$ cat src/rtl/seg7_pkg.sv
// Shared definitions for the 7-segment scan driver: segment bit order,
// glyph codes and a small width helper.
package seg7_pkg;

  // Segment order on the bus is {g,f,e,d,c,b,a}; bit 0 is segment a.
  typedef struct packed {
    logic g;
    logic f;
    logic e;
    logic d;
    logic c;
    logic b;
    logic a;
  } seg_bits_t;

  typedef logic [6:0] seg_code_t;

  localparam seg_code_t SEG_0   = 7'b0111111;
  localparam seg_code_t SEG_1   = 7'b0000110;
  localparam seg_code_t SEG_2   = 7'b1011011;
  localparam seg_code_t SEG_3   = 7'b1001111;
  localparam seg_code_t SEG_4   = 7'b1100110;
  localparam seg_code_t SEG_5   = 7'b1101101;
  localparam seg_code_t SEG_6   = 7'b1111101;
  localparam seg_code_t SEG_7   = 7'b0000111;
  localparam seg_code_t SEG_8   = 7'b1111111;
  localparam seg_code_t SEG_9   = 7'b1100111;
  localparam seg_code_t SEG_ERR = 7'b1111001;
  localparam seg_code_t SEG_OFF = 7'b0000000;

  // Counter width for a modulus n, never narrower than one bit.
  function automatic int width_for(input int n);
    return (n <= 2) ? 1 : $clog2(n);
  endfunction

endpackage

$ cat src/rtl/seg7_if.sv
// Bundle between the clock/alarm datapath (master) and the scan driver (slave),
// including the display pins the driver produces.
interface seg7_if
  import seg7_pkg::*;
#(
  parameter int N_DIGITS = 4
);

  logic [4*N_DIGITS-1:0] digits_in;
  logic                  load;
  logic [N_DIGITS-1:0]   dp_in;
  logic [N_DIGITS-1:0]   blink_mask;
  logic                  lz_suppress;
  seg_code_t             seg_out;
  logic                  dp_out;
  logic [N_DIGITS-1:0]   an_out;
  logic                  frame_tick;

  modport master (
    output digits_in, load, dp_in, blink_mask, lz_suppress,
    input  seg_out, dp_out, an_out, frame_tick
  );

  modport slave (
    input  digits_in, load, dp_in, blink_mask, lz_suppress,
    output seg_out, dp_out, an_out, frame_tick
  );

endinterface

$ cat src/rtl/seg7_decoder.sv
// Combinational BCD to 7-segment decoder; values 10-15 render as 'E'.
module seg7_decoder
  import seg7_pkg::*;
(
  input  logic [3:0] value,
  output seg_code_t  seg
);

  always_comb begin
    seg = SEG_ERR;
    case (value)
      4'd0:    seg = SEG_0;
      4'd1:    seg = SEG_1;
      4'd2:    seg = SEG_2;
      4'd3:    seg = SEG_3;
      4'd4:    seg = SEG_4;
      4'd5:    seg = SEG_5;
      4'd6:    seg = SEG_6;
      4'd7:    seg = SEG_7;
      4'd8:    seg = SEG_8;
      4'd9:    seg = SEG_9;
      default: seg = SEG_ERR;
    endcase
  end

endmodule

$ cat src/rtl/seg7_scan_driver.sv
// Time-multiplexed 7-segment driver: shadow digit registers, scan/frame/blink
// counters, leading-zero and blink blanking, and registered pin outputs.
module seg7_scan_driver
  import seg7_pkg::*;
#(
  parameter int N_DIGITS       = 4,
  parameter int SCAN_DIV       = 50000,
  parameter int BLINK_FRAMES   = 64,
  parameter bit SEG_ACTIVE_LOW = 1'b0,
  parameter bit AN_ACTIVE_LOW  = 1'b0
) (
  input logic   clk,
  input logic   rst,
  seg7_if.slave bus
);

  localparam int CNT_W = width_for(SCAN_DIV);
  localparam int IDX_W = width_for(N_DIGITS);
  localparam int FRM_W = width_for(BLINK_FRAMES);

  localparam logic [CNT_W-1:0] SCAN_LAST = CNT_W'(SCAN_DIV - 1);
  localparam logic [IDX_W-1:0] IDX_LAST  = IDX_W'(N_DIGITS - 1);
  localparam logic [FRM_W-1:0] FRM_LAST  = FRM_W'(BLINK_FRAMES - 1);

  // Idle pin levels; XOR-ing with these applies the board polarity.
  localparam seg_code_t           SEG_IDLE = {7{SEG_ACTIVE_LOW}};
  localparam logic                DP_IDLE  = SEG_ACTIVE_LOW;
  localparam logic [N_DIGITS-1:0] AN_IDLE  = {N_DIGITS{AN_ACTIVE_LOW}};

  logic [CNT_W-1:0]      scan_cnt_q, scan_cnt_d;
  logic [IDX_W-1:0]      idx_q, idx_d;
  logic [FRM_W-1:0]      frame_cnt_q, frame_cnt_d;
  logic                  blink_ph_q, blink_ph_d;
  logic [4*N_DIGITS-1:0] shadow_digits_q, shadow_digits_d;
  logic [N_DIGITS-1:0]   shadow_dp_q, shadow_dp_d;
  seg_code_t             seg_q, seg_d;
  logic                  dp_q, dp_d;
  logic [N_DIGITS-1:0]   an_q, an_d;
  logic                  frame_tick_q, frame_tick_d;

  logic [N_DIGITS-1:0]   lz_blank;
  logic                  zero_run;
  logic [3:0]            cur_value;
  logic                  cur_dp;
  logic                  cur_blink;
  logic                  cur_lz;
  logic [N_DIGITS-1:0]   an_sel;
  logic                  blank;
  seg_code_t             dec_seg;

  // Dwell counter drives the digit index, which drives the frame and blink counters.
  always_comb begin
    scan_cnt_d   = scan_cnt_q + 1'b1;
    idx_d        = idx_q;
    frame_cnt_d  = frame_cnt_q;
    blink_ph_d   = blink_ph_q;
    frame_tick_d = 1'b0;
    if (scan_cnt_q == SCAN_LAST) begin
      scan_cnt_d = '0;
      if (idx_q == IDX_LAST) begin
        idx_d        = '0;
        frame_tick_d = 1'b1;
        if (frame_cnt_q == FRM_LAST) begin
          frame_cnt_d = '0;
          blink_ph_d  = ~blink_ph_q;
        end else begin
          frame_cnt_d = frame_cnt_q + 1'b1;
        end
      end else begin
        idx_d = idx_q + 1'b1;
      end
    end
  end

  always_comb begin
    shadow_digits_d = bus.load ? bus.digits_in : shadow_digits_q;
    shadow_dp_d     = bus.load ? bus.dp_in     : shadow_dp_q;
  end

  // A digit is a leading zero when it and every more significant digit are zero.
  always_comb begin
    zero_run = 1'b1;
    lz_blank = '0;
    for (int i = N_DIGITS - 1; i >= 0; i--) begin
      zero_run    = zero_run & (shadow_digits_q[4*i +: 4] == 4'd0);
      lz_blank[i] = zero_run && (i != 0);
    end
  end

  always_comb begin
    cur_value = '0;
    cur_dp    = 1'b0;
    cur_blink = 1'b0;
    cur_lz    = 1'b0;
    an_sel    = '0;
    for (int i = 0; i < N_DIGITS; i++) begin
      if (idx_q == IDX_W'(i)) begin
        cur_value = shadow_digits_q[4*i +: 4];
        cur_dp    = shadow_dp_q[i];
        cur_blink = bus.blink_mask[i];
        cur_lz    = lz_blank[i];
        an_sel[i] = 1'b1;
      end
    end
  end

  seg7_decoder u_decoder (
    .value (cur_value),
    .seg   (dec_seg)
  );

  // Blanking forces everything inactive first; polarity is applied last.
  always_comb begin
    blank = (bus.lz_suppress && cur_lz) || (blink_ph_q && cur_blink);
    seg_d = (blank ? SEG_OFF : dec_seg) ^ SEG_IDLE;
    dp_d  = (~blank & cur_dp) ^ DP_IDLE;
    an_d  = (blank ? '0 : an_sel) ^ AN_IDLE;
  end

  always_ff @(posedge clk) begin
    if (rst) begin
      scan_cnt_q      <= '0;
      idx_q           <= '0;
      frame_cnt_q     <= '0;
      blink_ph_q      <= 1'b0;
      shadow_digits_q <= '0;
      shadow_dp_q     <= '0;
      seg_q           <= SEG_IDLE;
      dp_q            <= DP_IDLE;
      an_q            <= AN_IDLE;
      frame_tick_q    <= 1'b0;
    end else begin
      scan_cnt_q      <= scan_cnt_d;
      idx_q           <= idx_d;
      frame_cnt_q     <= frame_cnt_d;
      blink_ph_q      <= blink_ph_d;
      shadow_digits_q <= shadow_digits_d;
      shadow_dp_q     <= shadow_dp_d;
      seg_q           <= seg_d;
      dp_q            <= dp_d;
      an_q            <= an_d;
      frame_tick_q    <= frame_tick_d;
    end
  end

  assign bus.seg_out    = seg_q;
  assign bus.dp_out     = dp_q;
  assign bus.an_out     = an_q;
  assign bus.frame_tick = frame_tick_q;

endmodule

$ cat src/flat_wrapper.sv
// flat-port wrapper written by rule: the top's interface ports become plain ports
module seg7_scan_driver_flat import seg7_pkg::*;
#(
  parameter int N_DIGITS       = 4,
  parameter int SCAN_DIV       = 50000,
  parameter int BLINK_FRAMES   = 64,
  parameter bit SEG_ACTIVE_LOW = 1'b0,
  parameter bit AN_ACTIVE_LOW  = 1'b0
)
  (clk, rst, bus_digits_in, bus_load, bus_dp_in, bus_blink_mask, bus_lz_suppress, bus_seg_out, bus_dp_out, bus_an_out, bus_frame_tick);
  seg7_if #(.N_DIGITS(N_DIGITS)) bus_i ();
  input logic clk;
  input logic rst;
  input wire logic [$bits(bus_i.digits_in)-1:0] bus_digits_in;
  input wire logic [$bits(bus_i.load)-1:0] bus_load;
  input wire logic [$bits(bus_i.dp_in)-1:0] bus_dp_in;
  input wire logic [$bits(bus_i.blink_mask)-1:0] bus_blink_mask;
  input wire logic [$bits(bus_i.lz_suppress)-1:0] bus_lz_suppress;
  output wire logic [$bits(bus_i.seg_out)-1:0] bus_seg_out;
  output wire logic [$bits(bus_i.dp_out)-1:0] bus_dp_out;
  output wire logic [$bits(bus_i.an_out)-1:0] bus_an_out;
  output wire logic [$bits(bus_i.frame_tick)-1:0] bus_frame_tick;
  assign bus_i.digits_in = bus_digits_in;
  assign bus_i.load = bus_load;
  assign bus_i.dp_in = bus_dp_in;
  assign bus_i.blink_mask = bus_blink_mask;
  assign bus_i.lz_suppress = bus_lz_suppress;
  assign bus_seg_out = bus_i.seg_out;
  assign bus_dp_out = bus_i.dp_out;
  assign bus_an_out = bus_i.an_out;
  assign bus_frame_tick = bus_i.frame_tick;
  seg7_scan_driver #(.N_DIGITS(N_DIGITS), .SCAN_DIV(SCAN_DIV), .BLINK_FRAMES(BLINK_FRAMES), .SEG_ACTIVE_LOW(SEG_ACTIVE_LOW), .AN_ACTIVE_LOW(AN_ACTIVE_LOW)) u_core (.clk(clk), .rst(rst), .bus(bus_i));
endmodule
$ cat config.mk
export PLATFORM = sky130hd
export DESIGN_NAME = seg7_scan_driver_flat
export DESIGN_NICKNAME = d
export VERILOG_FILES = /design/src/rtl/seg7_pkg.sv /design/src/rtl/seg7_if.sv /design/src/rtl/seg7_decoder.sv /design/src/rtl/seg7_scan_driver.sv /design/src/flat_wrapper.sv
export SDC_FILE = /design/constraint.sdc
export NUM_CORES = 1
export LEC_CHECK = 0
export CAP_MARGIN = 0
export CORE_ASPECT_RATIO = 1.25
export CORE_UTILIZATION = 27
export CTS_BUF_LIST = sky130_fd_sc_hd__clkbuf_8
export CTS_CLUSTER_DIAMETER = 80
export DETAILED_ROUTE_END_ITERATION = 8
export PLACE_DENSITY_LB_ADDON = 0.2
export REMOVE_ABC_BUFFERS = 1
export SETUP_SLACK_MARGIN = 0.05
export SYNTH_ARGS = -nofsm -noshare
export SYNTH_HDL_FRONTEND = slang
export SYNTH_SLANG_ARGS = --single-unit
$ cat constraint.sdc
create_clock -name clk -period 2 [get_ports clk]
set_input_delay 0.6 -clock clk [delete_from_list [all_inputs] [get_ports clk]]
set_output_delay 0.6 -clock clk [all_outputs]
set_load 0.01 [all_outputs]
; ---- Word-level counts from Yosys, hierarchy flattened
; Memories as Yosys holds them, arrays and structs flattened. A register that Yosys moved wholly into a read port is not among the register bits.
; Index checks and enable logic that the tools add are counted.
[totals]
reg_bits = 51
mem_bits_ro = 112
memories = 1
wordCells = 57
output_inout_bits = 13
[memory_table]
columns = name, depth, width, read_ports, rd_ports_with_merged_regs, wr, line_no
row1 = (no name shown), 16, 7, 1, 1, 0, seg7_decoder.sv:11  ; case (value)
[classes]
n_reduce_logical = 12
add_sub_neg = 3
eq_ne = 5
bitwise_logic = 6
n_mux = 21
[ops]
columns = op, count
row1 = 16-bit by 1-bit adder with 16-bit output (second input constant), 1
row2 = 16-bit equality test (second input constant), 1
row3 = 4-bit two-way mux, 4
row4 = 1-bit two-way mux, 15
row5 = 4-bit zero test, 3
row6 = 6-bit by 1-bit adder with 6-bit output (second input constant), 1
row7 = 6-bit equality test (second input constant), 1
row8 = 6-bit two-way mux, 1
row9 = 2-bit OR reduction, 3
row10 = 2-bit equality test (second input constant), 2
row11 = 1-bit AND, 3
row12 = 1-bit inverter, 3
row13 = 3-bit AND reduction, 1
row14 = 2-bit by 1-bit adder with 2-bit output (second input constant), 1
row15 = 2-bit by 1-bit equality test with 1-bit output (second input constant), 1
row16 = 1-bit logical AND, 2
row17 = 2-bit zero test, 1
row18 = 2-bit two-way mux, 1
row19 = 2-bit AND reduction, 1
row20 = 1-bit logical OR, 1

; ---- Longest topological paths before layout
; Gate-level depths: netlist (run 1).
[depth]
depth_word = 10
mapped_depth = 10
depth_no_buf = 9

; ---- Cells and area by module
; From an unflattened synthesis (run 1), not the netlist that was laid out.
[hier_totals]
cells_unflattened = 312
area_unflattened_um2 = 2874.0
[by_module_without_submodules]
columns = module, cells_per_inst, n_inst, area_per_inst_um2, seq_area_each_um2
row1 = seg7_scan_driver, 284, 1, 2626.3, 1161.1
row2 = seg7_decoder, 28, 1, 247.7, 0.0

; ---- Worst setup path before layout (run 1)
; Ideal clock, no wire load.
[synth_timing]
path_type = register to register
startpoint = reg u_core.idx_q[0]
endpoint = reg u_core.seg_q[5] (netlist: u_core.bus.seg_out[5])
t_required_ps = 1926
path_buffers = 0
synth_period_minus_slack_ps = 2210
setup_time_ps = 74
t_arrival_ps = 2135
path_slack_ps = -210
stages_incl_launch_ff = 10
cell_sequence = dfxtp_1 > inv_1 > ha_1 > clkinv_1 > o21a_1 > a22oi_1 > inv_1 > ha_1 > or2_2 > a31oi_1
[synth_via]
elab_chain_len = 8
[synth_rtl]
columns = element, line_no
row1 = start: declaration, seg7_scan_driver.sv:31  ; logic [IDX_W-1:0] idx_q, idx_d;
row2 = start signal: assignment, seg7_scan_driver.sv:134  ; idx_q <= idx_d;
row3 = 2-bit zero test, seg7_scan_driver.sv:97  ; if (idx_q == IDX_W'(i)) begin
row4 = 1-bit two-way mux (4 in a row), seg7_scan_driver.sv:97
row5 = 1-bit logical AND, seg7_scan_driver.sv:114  ; blank = (bus.lz_suppress && cur_lz) || (blink_ph_q && cur_blink);
row6 = 1-bit logical OR, seg7_scan_driver.sv:114
row7 = 2-bit OR reduction (no source line), --
row8 = end: declaration, seg7_scan_driver.sv:36  ; seg_code_t seg_q, seg_d;
; Parallel ways exist; a longest one is shown, timed or not.
; A chain may end at the register's enable or synchronous reset.

; ---- Worst setup path in the final report (run 1)
[layout_timing]
startpoint = reg u_core.idx_q[0]
endpoint = reg u_core.seg_q[4] (netlist: u_core.bus.seg_out[4])
; The elaborated chain is that of the path after synthesis.

==> results of run 1 <==
==> final timing paths <==
check | start | endpoint | depth (start not counted)
hold reg to reg | u_core.scan_cnt_q[0] | u_core.scan_cnt_q[0] | 1
setup reg to reg | u_core.idx_q[0] | u_core.bus.seg_out[4] | 8
setup / recovery | u_core.idx_q[0] | u_core.bus.seg_out[4] | 8
hold / removal | u_core.scan_cnt_q[0] | u_core.scan_cnt_q[0] | 1
==> flip-flops by register name, summed over array words and instances (netlist names) <==
register,count
u_core.idx_q,2
u_core.bus.dp_out,1
u_core.blink_ph_q,1
u_core.shadow_dp_q,4
u_core.frame_cnt_q,6
u_core.scan_cnt_q,16
u_core.bus.an_out,4
u_core.shadow_digits_q,16
u_core.bus.seg_out,7
u_core.bus.frame_tick,1
==> per-layer routing <==
layer | global-route usage | routed length (um) | vias to the layer above
met5 | 0 | 0 | -
met4 | 0.0677 | 159 | 0
met3 | 0.0464 | 278 | 14
met2 | 0.262 | 3530 | 42
met1 | 0.149 | 2750 | 1076
li1 | - | - | 1179
==> cell type report <==
cell class                      count  share of cell area
Tap cell                          126              0.0395
Inverter                           11              0.0116
Clock inverter                      5              0.0194
Sequential cell                    58               0.294
Timing Repair Buffer               91               0.205
Multi-Input combinational cell    202               0.392
Clock buffer                       11              0.0380
==> metrics by stage <==
step | power, mW | hold WS, ns
final | 2.75 | 0.451
after global routing | 2.87 | 0.505
after CTS | 2.76 | 0.458
after detailed placement | 1.52 | 0.444
after global placement | 1.52 | 0.434
after floorplan | 1.35 | 0.413
==> cell families (layout without fill, tap and decap cells) <==
family / Yosys count / in the layout / share of synthesized area
DFF: 58 / 58 / 0.435
and+or+nand+nor: 109 / 109 / 0.224
buffers and inverters: 24 / 118 / 0.0398
xor gates and xnor gates: 16 / 16 / 0.0525
adders and majority gates: 12 / 12 / 0.0562
AOI/OAI and AO/OA: 42 / 42 / 0.105
muxes: 23 / 23 / 0.0876
==> power by group through the flow <==
stage | logic, mW | registers [mW] | clock network, mW
final | 0.299 | 1.22 | 1.22
after CTS | 0.276 | 1.23 | 1.26
after global placement | 0.263 | 1.25 | 0
after global routing | 0.326 | 1.23 | 1.32
after floorplan | 0.101 | 1.25 | 0
after detailed placement | 0.267 | 1.25 | 0
==> cells in the final DEF, fill, tap and decap left out, types with 3 or more instances in the layout <==
cell                              count
sky130_fd_sc_hd__a21oi_1             11
sky130_fd_sc_hd__a21oi_2              4
sky130_fd_sc_hd__a221o_1              3
sky130_fd_sc_hd__a22oi_2              4
sky130_fd_sc_hd__and3_1               4
sky130_fd_sc_hd__buf_4               46
sky130_fd_sc_hd__buf_6                3
sky130_fd_sc_hd__clkbuf_8            11
sky130_fd_sc_hd__clkdlybuf4s50_1     40
sky130_fd_sc_hd__dfxtp_1             53
sky130_fd_sc_hd__dfxtp_2              3
sky130_fd_sc_hd__ha_1                 5
sky130_fd_sc_hd__ha_2                 4
sky130_fd_sc_hd__ha_4                 3
sky130_fd_sc_hd__inv_1                6
sky130_fd_sc_hd__inv_2                4
sky130_fd_sc_hd__mux2i_1             20
sky130_fd_sc_hd__nand2_1             18
sky130_fd_sc_hd__nand3_1              9
sky130_fd_sc_hd__nand4_1              6
sky130_fd_sc_hd__nor2_1              40
sky130_fd_sc_hd__nor3_2               4
sky130_fd_sc_hd__o21a_1               5
sky130_fd_sc_hd__o21ai_0              4
sky130_fd_sc_hd__or3_1                3
sky130_fd_sc_hd__xnor2_1              5
sky130_fd_sc_hd__xor2_1              11
==> repair_timing <==
| action | CTS | global route |
|---|---|---|
| buffers inserted | 1 | 11 |
| setup endpoints to repair | 15 | 22 |
| gates resized for setup | 25 | 31 |
| pin swaps | 6 | 14 |
==> run_results.csv, run 1 <==
group,metric,value,unit
run_status,run_status,"finished with violations",
run_status,violations,"setup timing",
global_route,largest_net_degree_at_the_start_of_global_routing,31,
timing,fin_worst_skew,0.0110,ns
timing,post-route-worst-setup-slack,-0.0419,ns
yosys,synth_largest_area_cell,"sky130_fd_sc_hd__dfxtp_1",
timing,fmax,0.490,GHz
cells_and_area,stdcell_area,0.00399,mm^2
worst_setup_path,worst-endpoint-arrival,2.30,ns
cells_and_area,nNetsFinal,413,
floorplanning,fp.dieArea,0.0103,mm^2
power_and_ir_drop,vdd_ir_drop_max,0.340,mV
cells_and_area,final.fill_count,966,
power_and_ir_drop,power.share.switching,0.221,
clock_network,cts-root-to-sink-buffers,2,
timing,fin_tns_setup,-0.0419,ns
timing,final_hold_viol_count,0,
timing,final.min_clock_period,2.04,ns
power_and_ir_drop,internal-power,2.14,mW
yosys,synthesis.area_per_instance,9.40,um^2
clock_network,ctsHoldBuffers,0,
power_and_ir_drop,power.leakage,1.65,nW
floorplanning,start_util,0.278,
clock_network,clock_sinks,58,
floorplanning,core_area,0.00961,mm^2
power_and_ir_drop,power.share.sequential,0.446,
power_and_ir_drop,clock_power_share,0.445,
yosys,ys.warnings.count,0,
clock_network,clock_input_transition_at_the_sequential_cells_of_the_worst_setup_and_hold_paths,0.07,ns
clock_network,insertion_delay,0.34,ns
routing,detail_route.iter0.violations,70,
timing,setup_viol,1,
routing,drt.antenna.violating_nets,0,
cells_and_area,finalCoreUtilization,0.415,
global_route,grt_first_pass_wirelength,11600,um
cells_and_area,fin_cells,504,
clock_network,tritoncts.num_buffers,9,
placement,place_hpwl,4830,um
power_and_ir_drop,powerDensity,688,mW/mm^2
worst_setup_path,r2r_setup_slack,-0.04,ns
worst_setup_path,max_stage_delay,0.39,ns
worst_setup_path,timing.critical_path.slowest_stage_cell,"sky130_fd_sc_hd__dfxtp_4",
worst_setup_path,cp_cell_instances,"inv_4, ha_4, nor2b_4, a221o_1, a22o_1, ha_2, mux2_4, a221oi_2",
routing,wl_per_cell,13.3,um
run,max-cap-violations,0,
timing,timing.max_slew.rel_slack,0.719,
placement,input_output_buffers,40,
yosys,synthesis.area,0.00267,mm^2
placement,dp_cells,476,
cells_and_area,layout-drive-gt1-share,0.312,
cells_and_area,synthToLayoutAreaGrowth,49.4,%
clock_network,tritoncts_clock_tree,"built",
yosys,synth_common_cells,"58 x sky130_fd_sc_hd__dfxtp_1, 40 x sky130_fd_sc_hd__nor2_1, 20 x sky130_fd_sc_hd__mux2i_1",
routing,drt-vias-per-instance,4.59,
yosys,synth.yosys.seq_area_share,0.435,
yosys,synthArstFlopShare,0,
floorplanning,die_h,113,um
timing,rsz0062_at_grt,"yes",
clock_network,master_cell_of_the_clock_root_buffer,"sky130_fd_sc_hd__clkbuf_8",
yosys,number_of_synthesized_register_bits,58,
routing,post_detailed_route_drc_marker_count,0,
worst_setup_path,cp_num_buf_inv,1,
hold_path,hold_path_class,"register to register",
worst_setup_path,cp.required,2.26,ns
yosys,synth_area_leaders,"sky130_fd_sc_hd__dfxtp_1 43%, sky130_fd_sc_hd__mux2i_1 7.5%, sky130_fd_sc_hd__ha_1 5.6%, sky130_fd_sc_hd__nor2_1 5.6%, sky130_fd_sc_hd__xor2_1 3.6%",
cells_and_area,count_of_antenna_diodes_in_the_layout,0,
yosys,yosys_most_used_dff,"sky130_fd_sc_hd__dfxtp_1",
yosys,synth_cells,284,
timing,fin_crit_sh,1.02,
clock_network,cts-htree-levels,3,
worst_setup_path,setup.worst_path.class,"register to register",
routing,vias,2311,
global_route,grt.overflow.total,0,
worst_setup_path,timing.critical_path.fanout_max,4,
placement,placed_cell_area,0.00348,mm^2
worst_setup_path,worst_setup_path_end_kind,"register",
yosys,synth_edf_count,0,
worst_setup_path,worst_path_dominant_cell_family,"compound AO/OA/AOI/OAI gates",
yosys,synthDistinctLibCells,54,
cells_and_area,multi_input_comb_area,0.00156,mm^2
cells_and_area,seqCellArea,0.00117,mm^2
placement,place.gp.congestion,0.826,
power_and_ir_drop,switchingPower,0.607,mW
global_route,initial_antenna_violation_count,0,
floorplanning,chipWidth,90.9,um
timing,final-max-slew-violation-count,0,
yosys,synth_largest_type_area_fraction,0.435,
power_and_ir_drop,combPwrFrac,0.109,
floorplanning,fp-row-count,40,
placement,dpl_worst_slack,-0.205,ns
global_route,gr-usage-all-layers,0.144,
yosys,yosys.cell_count.top_type,"sky130_fd_sc_hd__dfxtp_1",
global_route,first_global_vias,2405,
timing,worst-slew-pin-transition,0.421,ns
floorplanning,ioPinCount,41,
routing,detailedRoute.firstPassIterationCount,4,
worst_setup_path,cp-start-kind,"register",
routing,postRouteWirelength,6720,um
Power figures use the tool's default switching activity.
==> inputs of run 2 (changes only) <==
Settings changed: CORE_MARGIN set to 10, SLEW_MARGIN set to 40.
==> run 2 against run 1 <==
The run still ends with setup timing left. Fmax down 0.20%. Register-to-register slack about the same. Core utilization down 0.53 points. Non-clock buffer count down 8. First-iteration DRC count up 16%. Sequential share of layout area up 0.19 points. Global-route usage down 4.5 points. Largest cell class unchanged. Setup slack worse by 0.0041 ns. Die area up 39%. Highest routed layer unchanged.
==> run_results.csv, run 2 (synthesis results as in run 1) <==
group,metric,value,unit
floorplanning,fp.dieArea,0.0143,mm^2
timing,timing.max_slew.rel_slack,0.695,
placement,input_output_buffers,40,
worst_setup_path,cp-start-kind,"register",
power_and_ir_drop,vdd_ir_drop_max,0.322,mV
worst_setup_path,worstRegToRegCells,7,
worst_setup_path,cp_cell_instances,"buf_6, ha_4, a221o_1, a22o_4, ha_4, mux2_4, a221oi_2",
global_route,first_global_vias,2317,
placement,dpl_worst_slack,-0.187,ns
cells_and_area,nNetsFinal,405,
clock_network,cts-htree-levels,3,
routing,vias,2295,
timing,hold_ws,0.453,ns
global_route,grt_first_pass_wirelength,11200,um
placement,place.gp.congestion,0.805,
clock_network,tritoncts_clock_tree,"built",
routing,detail_route.iter0.violations,81,
worst_setup_path,setup.worst_path.class,"register to register",
routing,routed.top_layer,"met4",
cells_and_area,mostFrequentLayoutCell,"sky130_fd_sc_hd__dfxtp_1",
clock_network,master_cell_of_the_clock_root_buffer,"sky130_fd_sc_hd__clkbuf_8",
worst_setup_path,r2r_end,"u_core.bus.seg_out[4]",
cells_and_area,most_used_cells_in_the_layout_excluding_fill_and_tap_cells,"54 x sky130_fd_sc_hd__dfxtp_1, 40 x sky130_fd_sc_hd__nor2_1, 40 x sky130_fd_sc_hd__clkdlybuf4s50_1",
routing,drt-vias-per-instance,4.63,
worst_setup_path,max_stage_delay,0.36,ns
timing,final_hold_viol_count,0,
cells_and_area,fin_cells,496,
routing,postRouteWirelength,7010,um
routing,wl_per_cell,14.1,um
cells_and_area,count_of_antenna_diodes_in_the_layout,0,
clock_network,cts-root-to-sink-buffers,2,
worst_setup_path,critPathMostFrequentCell,"sky130_fd_sc_hd__ha_4",
routing,detailedRoute.firstPassIterationCount,4,
global_route,initial_antenna_violation_count,0,
hold_path,hold_path_class,"register to register",
clock_network,clock_input_transition_at_the_sequential_cells_of_the_worst_setup_and_hold_paths,0.08,ns
floorplanning,die_h,131,um
worst_setup_path,timing.critical_path.fanout_max,5,
worst_setup_path,worst_setup_path_end_kind,"register",
cells_and_area,layout-drive-gt1-share,0.278,
timing,final.min_clock_period,2.05,ns
power_and_ir_drop,power.leakage,1.65,nW
timing,final-max-slew-violation-count,0,
floorplanning,fp-row-count,40,
timing,rsz0062_at_grt,"yes",
timing,post-route-worst-setup-slack,-0.0459,ns
global_route,largest_net_degree_at_the_start_of_global_routing,31,
cells_and_area,finalCoreUtilization,0.410,
routing,post_detailed_route_drc_marker_count,0,
timing,fmax,0.489,GHz
run,max-cap-violations,0,
global_route,grt.overflow.total,0,
cells_and_area,final.fill_count,946,
placement,dp_cells,474,
timing,setup_viol,1,
worst_setup_path,r2r_setup_slack,-0.05,ns
floorplanning,core_area,0.00966,mm^2
worst_setup_path,timing.critical_path.slowest_stage_cell,"sky130_fd_sc_hd__a221o_1",
worst_setup_path,critPathLaunch,"u_core.idx_q[0]",
run_status,violations,"setup timing",
routing,drt.antenna.violating_nets,0,
worst_setup_path,endpoint,"u_core.bus.seg_out[4]",
floorplanning,chipWidth,109,um
worst_setup_path,reg2reg_from,"u_core.idx_q[0]",
run_status,run_status,"finished with violations",
power_and_ir_drop,powerDensity,725,mW/mm^2
worst_setup_path,cp.required,2.26,ns
routing,drt-met1-wl,2960,um
routing,met2_length,3540,um
routing,met3RoutedLength,346,um
floorplanning,start_util,0.276,
floorplanning,ioPinCount,41,
timing,worst-slew-pin-transition,0.456,ns
timing,fin_worst_skew,0.0107,ns
cells_and_area,synthToLayoutAreaGrowth,48.3,%
placement,place_hpwl,5150,um
clock_network,insertion_delay,0.35,ns
clock_network,clock_sinks,58,
worst_setup_path,worst-endpoint-arrival,2.31,ns
global_route,gr-usage-all-layers,0.0987,
clock_network,tritoncts.num_buffers,9,
timing,fin_crit_sh,1.02,
[run 2: cell count changes in the layout (fill, tap and decap cells not counted), sizes merged]
cell and delta:
inv -1, clkinvlp +1, clkbuf -2, buf -8
clkinv +1, bufinv +1
[run 2: cell type report]
type	instances	area, um^2	share of cell area
clock buffer	9	124	0.0313
clock inverter	7	125	0.0316
inverter	11	50.0	0.0126
multi-input combinational	202	1560	0.395
sequential	58	1170	0.296
tap	126	158	0.0398
timing repair buffer	83	767	0.194
[run 2: report_power, final]
part	internal (mW)	total, mW	switching, mW
logic	0.168	0.287	0.118
registers	1.20	1.22	0.0266
clock network	0.838	1.36	0.525
total	2.20	2.87	0.670
[run 2: through the flow]
stage / instance area [um^2] / power (mW) / TNS (ns)
2_1_floorplan: 2610 / 1.35 / -1.03
3_3_place_gp: 3470 / 1.51 / -0.925
3_5_place_dp: 3470 / 1.51 / -1.24
4_1_cts: 3810 / 2.90 / -0.0818
5_1_grt: 3960 / 2.99 / -0.312
6_report: 3960 / 2.87 / -0.0459
[run 2: metal layers]
| layer | up-vias | global-route usage |
|---|---|---|
| met5 | - | 0 |
| met4 | 0 | 0.0382 |
| met3 | 15 | 0.0298 |
| met2 | 46 | 0.171 |
| met1 | 1072 | 0.108 |
| li1 | 1162 | - |
[run 2: what timing repair did]
item,CTS,global route
hold buffers,0,0
setup endpoints to repair,15,25
pin swaps,5,10
gates resized for setup,19,30
setup buffers,3,3
endpoints found under the hold margin,0,0
[run 2: worst min-delay path by stage]
stage                                     from                    to  cells after the start
after floorplan           u_core.scan_cnt_q[0]  u_core.scan_cnt_q[0]                      1
after global placement    u_core.scan_cnt_q[0]  u_core.scan_cnt_q[0]                      1
after detailed placement  u_core.scan_cnt_q[0]  u_core.scan_cnt_q[0]                      1
after CTS                 u_core.scan_cnt_q[0]  u_core.scan_cnt_q[0]                      1
after global routing      u_core.scan_cnt_q[0]  u_core.scan_cnt_q[0]                      1
final                     u_core.scan_cnt_q[0]  u_core.scan_cnt_q[0]                      1
[run 2: critical path, delay by kind of cell, from the launching register on]
family,cells,cell delay [ns]
AO/OA/AOI/OAI,3,0.88
flip-flops,1,0.34
adder cells (fa/ha/maj),2,0.34
multiplexers,1,0.27
buffers and inverters,1,0.12
